## config.mk

```make
export PLATFORM = sky130hd
export DESIGN_NAME = spi_adc_responder
export DESIGN_NICKNAME = d
export VERILOG_FILES = /design/src/rtl/spi_adc_responder.sv
export SDC_FILE = /design/constraint.sdc
export NUM_CORES = 1
export LEC_CHECK = 0
export BUFFER_PORTS_ARGS = -buffer_cell sky130_fd_sc_hd__buf_2
export CAP_MARGIN = 40
export CORE_ASPECT_RATIO = 0.7
export CORE_MARGIN = 4
export CORE_UTILIZATION = 35
export DETAILED_ROUTE_END_ITERATION = 10
export SLEW_MARGIN = 10
export SYNTH_ARGS = -nofsm -noshare
export SYNTH_HDL_FRONTEND = slang
export SYNTH_SLANG_ARGS = --single-unit
```

## constraint.sdc

```tcl
create_clock -name aclk -period 4.9 [get_ports aclk]
set_input_delay 0.245 -clock aclk [delete_from_list [all_inputs] [get_ports aclk]]
set_output_delay 0.245 -clock aclk [all_outputs]
set_load 0.01 [all_outputs]
```

## src/rtl/spi_adc_responder.sv

```systemverilog
// spi_adc_responder: emulates a multi-lane SAR ADC behind an SPI controller.
// Conversion frames stream sample words out on NUM_SDO lanes. Register frames
// access a small register file, and each register write is reported on an
// AXI-Stream master. SPI pins are oversampled on aclk; SCK is never a clock.
module spi_adc_responder #(
    parameter int NUM_SDO       = 4,
    parameter int DATA_WIDTH    = 32,
    parameter int REG_ADDR_BITS = 5
) (
    input  logic                  aclk,
    input  logic                  aresetn,
    input  logic                  spi_csn,
    input  logic                  spi_sck,
    input  logic                  spi_sdi,
    output logic [NUM_SDO-1:0]    spi_sdo,
    input  logic [DATA_WIDTH-1:0] s_axis_tdata,
    input  logic                  s_axis_tvalid,
    output logic                  s_axis_tready,
    output logic [31:0]           m_axis_tdata,
    output logic                  m_axis_tvalid,
    input  logic                  m_axis_tready,
    output logic                  reg_mode,
    output logic                  frame_err,
    output logic [15:0]           underrun_cnt
);
    localparam logic [5:0] CONV_CLKS = 6'(DATA_WIDTH / NUM_SDO);
    localparam int         REG_DEPTH = 2 ** REG_ADDR_BITS;

    typedef enum logic {ST_CONV, ST_REG} state_t;
    state_t state, state_nxt;

    logic csn_p0, csn_p1, csn_p2;
    logic sck_p0, sck_p1, sck_p2;
    logic sdi_p0, sdi_p1;
    logic in_frame;
    logic [5:0] bit_cnt;
    logic [23:0] sdi_sr;
    logic [DATA_WIDTH-1:0] tx_sr;
    logic [DATA_WIDTH-1:0] hold_data;
    logic hold_valid;
    logic [7:0] rd_sr;
    logic [7:0] regfile [REG_DEPTH];
    logic reg_we, rpt_load, err_nxt;

    // Register frame fields as captured after 24 SCK rises.
    logic        wr_bit;
    logic [14:0] addr;
    logic [7:0]  wdata;
    logic        addr_ok;
    logic        rd_addr_ok;
    logic        s_load;

    assign wr_bit     = sdi_sr[23];
    assign addr       = sdi_sr[22:8];
    assign wdata      = sdi_sr[7:0];
    assign addr_ok    = (addr[14:REG_ADDR_BITS] == '0);
    assign rd_addr_ok = (sdi_sr[14:REG_ADDR_BITS] == '0);
    assign s_load     = s_axis_tvalid & s_axis_tready;

    // CSn chain resets to 0 so a frame already active at reset release
    // never produces a CSn fall; only a real high-to-low transition starts one.
    logic csn_fall, csn_rise, sck_rise, sck_fall;
    assign csn_fall = csn_p2 & ~csn_p1;
    assign csn_rise = in_frame & ~csn_p2 & csn_p1;
    assign sck_rise = in_frame & ~csn_p1 & ~sck_p2 & sck_p1;
    assign sck_fall = in_frame & ~csn_p1 & sck_p2 & ~sck_p1;

    // Two-FF synchronisers plus one delay stage for edge detection.
    always_ff @(posedge aclk or negedge aresetn) begin
        if (!aresetn) begin
            {csn_p0, csn_p1, csn_p2} <= 3'b000;
            {sck_p0, sck_p1, sck_p2} <= 3'b000;
            {sdi_p0, sdi_p1}         <= 2'b00;
        end else begin
            {csn_p0, csn_p1, csn_p2} <= {spi_csn, csn_p0, csn_p1};
            {sck_p0, sck_p1, sck_p2} <= {spi_sck, sck_p0, sck_p1};
            {sdi_p0, sdi_p1}         <= {spi_sdi, sdi_p0};
        end
    end

    // Frame tracking: active flag and saturating rise counter.
    always_ff @(posedge aclk or negedge aresetn) begin
        if (!aresetn) begin
            in_frame <= 1'b0;
            bit_cnt  <= '0;
        end else if (csn_fall) begin
            in_frame <= 1'b1;
            bit_cnt  <= '0;
        end else if (csn_rise) begin
            in_frame <= 1'b0;
        end else if (sck_rise && bit_cnt != 6'd63) begin
            bit_cnt <= bit_cnt + 6'd1;
        end
    end

    // Datapath shift registers: SDI capture, conversion word, read-back byte.
    always_ff @(posedge aclk) begin
        if (csn_fall) begin
            sdi_sr <= '0;
            rd_sr  <= '0;
            if (state == ST_CONV)
                tx_sr <= hold_valid ? hold_data : '0;
        end else begin
            if (sck_rise && bit_cnt < 6'd24)
                sdi_sr <= {sdi_sr[22:0], sdi_p1};
            if (sck_fall) begin
                tx_sr <= tx_sr << NUM_SDO;
                if (state == ST_REG && bit_cnt == 6'd16 && !sdi_sr[15])
                    rd_sr <= rd_addr_ok ? regfile[sdi_sr[REG_ADDR_BITS-1:0]] : 8'h00;
                else
                    rd_sr <= {rd_sr[6:0], 1'b0};
            end
        end
        if (s_load)
            hold_data <= s_axis_tdata;
    end

    // Holding register flag and underrun counter.
    always_ff @(posedge aclk or negedge aresetn) begin
        if (!aresetn) begin
            hold_valid   <= 1'b0;
            underrun_cnt <= '0;
        end else begin
            if (csn_fall && state == ST_CONV) begin
                hold_valid <= 1'b0;
                if (!hold_valid && underrun_cnt != 16'hFFFF)
                    underrun_cnt <= underrun_cnt + 16'd1;
            end
            if (s_load)
                hold_valid <= 1'b1;
        end
    end

    assign s_axis_tready = ~hold_valid;

    // Mode state register.
    always_ff @(posedge aclk or negedge aresetn) begin
        if (!aresetn) state <= ST_CONV;
        else          state <= state_nxt;
    end

    // End-of-frame decode: mode change, register write, report, error.
    always_comb begin
        state_nxt = state;
        reg_we    = 1'b0;
        rpt_load  = 1'b0;
        err_nxt   = 1'b0;
        if (csn_rise) begin
            case (state)
                ST_CONV: begin
                    if (bit_cnt >= 6'd24 && sdi_sr[23:21] == 3'b101)
                        state_nxt = ST_REG;
                    else if (bit_cnt < CONV_CLKS)
                        err_nxt = 1'b1;
                end
                ST_REG: begin
                    if (bit_cnt != 6'd24) begin
                        err_nxt = 1'b1;
                    end else if (wr_bit) begin
                        if (addr == 15'h0014 && wdata == 8'h01) begin
                            state_nxt = ST_CONV;
                        end else begin
                            reg_we = addr_ok;
                            if (!m_axis_tvalid) rpt_load = 1'b1;
                            else                err_nxt  = 1'b1;
                        end
                    end
                end
                default: state_nxt = ST_CONV;
            endcase
        end
    end

    // Register file, write report and error pulse.
    always_ff @(posedge aclk or negedge aresetn) begin
        if (!aresetn) begin
            m_axis_tvalid <= 1'b0;
            m_axis_tdata  <= '0;
            frame_err     <= 1'b0;
            for (int i = 0; i < REG_DEPTH; i++) regfile[i] <= '0;
        end else begin
            frame_err <= err_nxt;
            if (m_axis_tvalid && m_axis_tready)
                m_axis_tvalid <= 1'b0;
            if (rpt_load) begin
                m_axis_tvalid <= 1'b1;
                m_axis_tdata  <= {8'h00, sdi_sr};
            end
            if (reg_we)
                regfile[addr[REG_ADDR_BITS-1:0]] <= wdata;
        end
    end

    assign reg_mode = (state == ST_REG);

    // Lane drive: idle low outside a frame, read-back on lane 0 in REG mode.
    always_comb begin
        spi_sdo = '0;
        if (in_frame) begin
            if (state == ST_CONV) spi_sdo = tx_sr[DATA_WIDTH-1 -: NUM_SDO];
            else                  spi_sdo[0] = rd_sr[7];
        end
    end
endmodule

```

==> results.txt <==
The run finished with clean final reports. The initial detailed-routing violation count is 749. The via density per instance was 5.220; the power per unit of standard cell area was 344.6 nW/µm². Subtracting the final worst setup slack from the clock period gives 3.196 ns. Type of element launching the critical path: a flip-flop.

The run gives 55560 µm² as the full die area. Setup violations remaining at the end of the flow were counted as 0. The die extent in x was 280.0 µm. Of the synthesized area, sequential elements account for 57.62%. A synthesized cell averages 14.12 µm². Before antenna repair, the detailed router went through 7 iterations. The buffer depth of the longest clock path was 3. Post-CTS timing repair inserted 0 buffers for setup. In this run the power spent charging and discharging nets is 1.659 mW.

The area inside the core boundary is 51020 µm², and the via total after detailed routing is 10910. The logic depth of the worst register-to-register path is 6. The overall routing resource usage is 15.21%. Detailed placement finished with a half-perimeter wire length of 26220 µm. Master of the slowest instance on the critical path: sky130_fd_sc_hd__or4_1.

For this run, design rule violations remaining after detail routing come to 0. After synthesis the cells add up to 18130 µm². The highest achievable clock rate is 0.3129 GHz, and the setup TNS is 0 ns. The number of CTS-inserted buffers is 43, and the total length of routed wires is 41810 µm. The total overflow reported by the global router was 0; the initial antenna violation count was 3. Entering global routing, the biggest net connects 130 pins. In this run the core area contains 69 standard-cell rows. Of all nets on the critical path, the largest fanout is 20. Setup repair after global routing left no endpoint under its margin. The height of the die was 198.4 µm.

For the count of synthesis-stage warnings from yosys, the log shows 0. The max-slew violation total from the final report was 0. The post-cts repair resize count was 0. The capturing element type of the critical path was a flip-flop. The clock network accounts for 45.5% of the total power.

On the final layout, the worst clock skew is 0.02565 ns. After technology mapping, the gate count stands at 1284. The cell sitting at the root of the clock tree is a sky130_fd_sc_hd__clkbuf_16. Measured against its own limit, the worst slew margin works out to 33.84%. The detail route stage leaves a number of antenna-violating nets equal to 0.

The fraction of the cycle the final worst path needs came out at 65.23%. The power share of the combinational group was 4.7%; the flip-flop and latch count after synthesis was 411. The net total in the final layout is 1425. After detailed routing, the average wire length per cell comes to 20.01 µm.

The H-tree generated during clock tree synthesis spans 2 levels. The count of buffers from port buffering came out at 86. The critical path goes through nand4b_1, nand4bb_1, a2111o_2, buf_12, or4_1, mux2_2. The run gives 49.8% as the sequential fraction of design power.

The number of flops mapped to enable cells by yosys came out at 64. In the synthesized netlist the dominant register cell turns out to be sky130_fd_sc_hd__dfrtp_1. OpenSTA, run right after detailed placement, puts the worst setup slack at 1.719 ns. The number of clock sinks is 411. For the worst-skew pair, the clock arrives at the later sink with an insertion delay of 0.56 ns. Arrival time of the worst setup path: 3.62 ns.

For the worst setup path, the data required time is 5.32 ns. TritonCTS built the clock tree. The number of different library cells used by synthesis comes to 64. The tightest min-delay check is of the input port to asynchronous set/reset pin type. For the initial cell density of the core, the log shows 35.53%. The transition time at the pin with the least slew margin works out to 0.9924 ns.

The hold buffer count at CTS was 37; the async set or reset register ratio after synthesis was 76.64%. IR analysis of the VDD net gives a maximum drop of 0.0002918 V. The category of the critical setup timing path was flip-flop to flip-flop. In this run the static leakage power is 9.545 nW. The via count of the first global-routing pass is 11120. 95 I/O pins were placed. In the final layout, the share of cells above drive strength 1 is 39.51%. Of the total power, the share spent switching nets is 22.89%. The global-route wire length before repair was 66850 µm. Compared with the post-synthesis result, the final layout area differs by 16.02%. Power comes to 7.248 mW. The number of endpoints with negative hold slack in the final report is 0.

The clock-pin slew on the worst setup and hold paths was 0.06 ns; the number of max-cap violations was 0. The tools report the least setup slack across all paths after layout as 1.704 ns. The run gives 0.7914 as the placer congestion estimate.

The stage delay of the slowest cell on the critical path was 0.75 ns; the cell internal power dissipation was 5.589 mW.
[layer usage]
| layer | global-route usage (%) | up-vias | wire length [µm] |
|---|---|---|---|
| met5 | 0 | - | 13 |
| met4 | 3.226 | 2 | 617 |
| met3 | 3.790 | 56 | 2759 |
| met2 | 21.61 | 256 | 17710 |
| met1 | 23.55 | 5699 | 20720 |
| li1 | - | 4896 | - |
[Yosys cell counts, drive strengths merged (3+ instances only)]
| master | n | area share, % |
|---|---|---|
| nand3b | 3 | 0.14 |
| mux4 | 64 | 8.0 |
| xnor2 | 16 | 0.77 |
| clkbuf | 65 | 1.3 |
| ha | 3 | 0.21 |
| nand4 | 12 | 0.41 |
| nand2b | 11 | 0.38 |
| dfxtp | 32 | 3.5 |
| edfxtp | 64 | 11 |
| mux2i | 15 | 0.83 |
| and3 | 8 | 0.28 |
| a21oi | 37 | 1.0 |
| and2 | 5 | 0.17 |
| or4 | 3 | 0.14 |
| inv | 10 | 0.21 |
| nor2 | 12 | 0.26 |
| nor2b | 13 | 0.45 |
| and4 | 3 | 0.14 |
| nand2 | 130 | 2.7 |
| nand3 | 45 | 1.2 |
| a22oi | 22 | 0.91 |
| buf | 34 | 1.1 |
| nor3 | 19 | 1.1 |
| mux2 | 281 | 18 |
| o21ai | 12 | 0.33 |
| or2 | 3 | 0.10 |
| nor3b | 3 | 0.15 |
| nor4 | 10 | 0.84 |
| a31oi | 5 | 0.17 |
| dfrtp | 315 | 43 |
[metrics by stage]
stage               std cells  hold WS, ns  area (µm²)  utilization, %
global route             2090       0.3186       21030           41.22
CTS                      2089       0.3069       21030           41.22
finish                   2090       0.3326       21030           41.22
floorplan                1291     -0.05059       18150               -
global placement         1973       0.3355       19200           37.63
detailed placement       1975       0.3373       19230           37.68
[power groups by stage]
stage | combinational (mW) | clock [mW] | sequential (mW)
after CTS | 0.350 | 3.40 | 3.61
after global routing | 0.384 | 3.55 | 3.61
final | 0.340 | 3.30 | 3.61
after detailed placement | 0.326 | 0 | 3.67
after global placement | 0.319 | 0 | 3.67
after floorplan | 0.180 | 0 | 3.67
[cell usage in the layout (no fill, tap or decap), drive strengths merged, types with 13 or more instances in the layout]
cell type / n
dlygate4sd3: 37
xnor2: 16
dfxtp: 32
mux2i: 15
dfrtp: 315
buf: 109
clkbuf: 58
nand2: 130
nor3: 19
nor2b: 13
inv: 13
edfxtp: 64
a21oi: 37
mux2: 281
a22oi: 22
nand3: 45
mux4: 64
[cell families after synthesis]
logic type                 Yosys count  synth area share (%)
DFF                                411                 57.62
muxes                              360                 26.40
and+or+nand+nor                    287                 8.890
buffers and inverters              109                 2.664
AOI/OAI and AO/OA                   94                 3.279
xor gates and xnor gates            18                0.8696
adders and majority gates            4                0.2623
other                                1               0.02069
[sequential cells by signal (all words and copies together), names as in the netlist, 6 cells and up]
signal,count
tx_sr,32
hold_data,32
rd_sr,8
bit_cnt,6
regfile,256
sdi_sr,24
m_axis_tdata,24
underrun_cnt,16
[layout make-up]
cell class / count / area, µm²
multi-input combinational: 771 / 7252
sequential: 411 / 10460
antenna: 1 / 2.502
fill: 4660 / 29990
clock buffer: 58 / 1254
tap: 674 / 843.3
clock inverter: 19 / 180.2
timing repair buffer: 146 / 1008
inverter: 10 / 37.54
[final timing paths]
path	slack [ns]	to	from
setup / recovery	1.70	regfile[166]	reg_mode
hold / removal	0.33	regfile[186]	aresetn
setup reg to reg	1.70	regfile[166]	reg_mode
hold reg to reg	0.35	csn_p1	csn_p0
max in group asynchronous	3.25	m_axis_tdata[22]	aresetn
min in group aclk	0.35	sck_p0	spi_sck
[critical path: cells and delay by family, from the launching register on]
family | cells | cell delay, ns
AND/OR/NAND/NOR | 3 | 1.32
flip-flops | 1 | 0.59
AO/OA/AOI/OAI | 1 | 0.58
multiplexers | 1 | 0.35
buffers and inverters | 1 | 0.21
(Power assumes the default switching activity.)
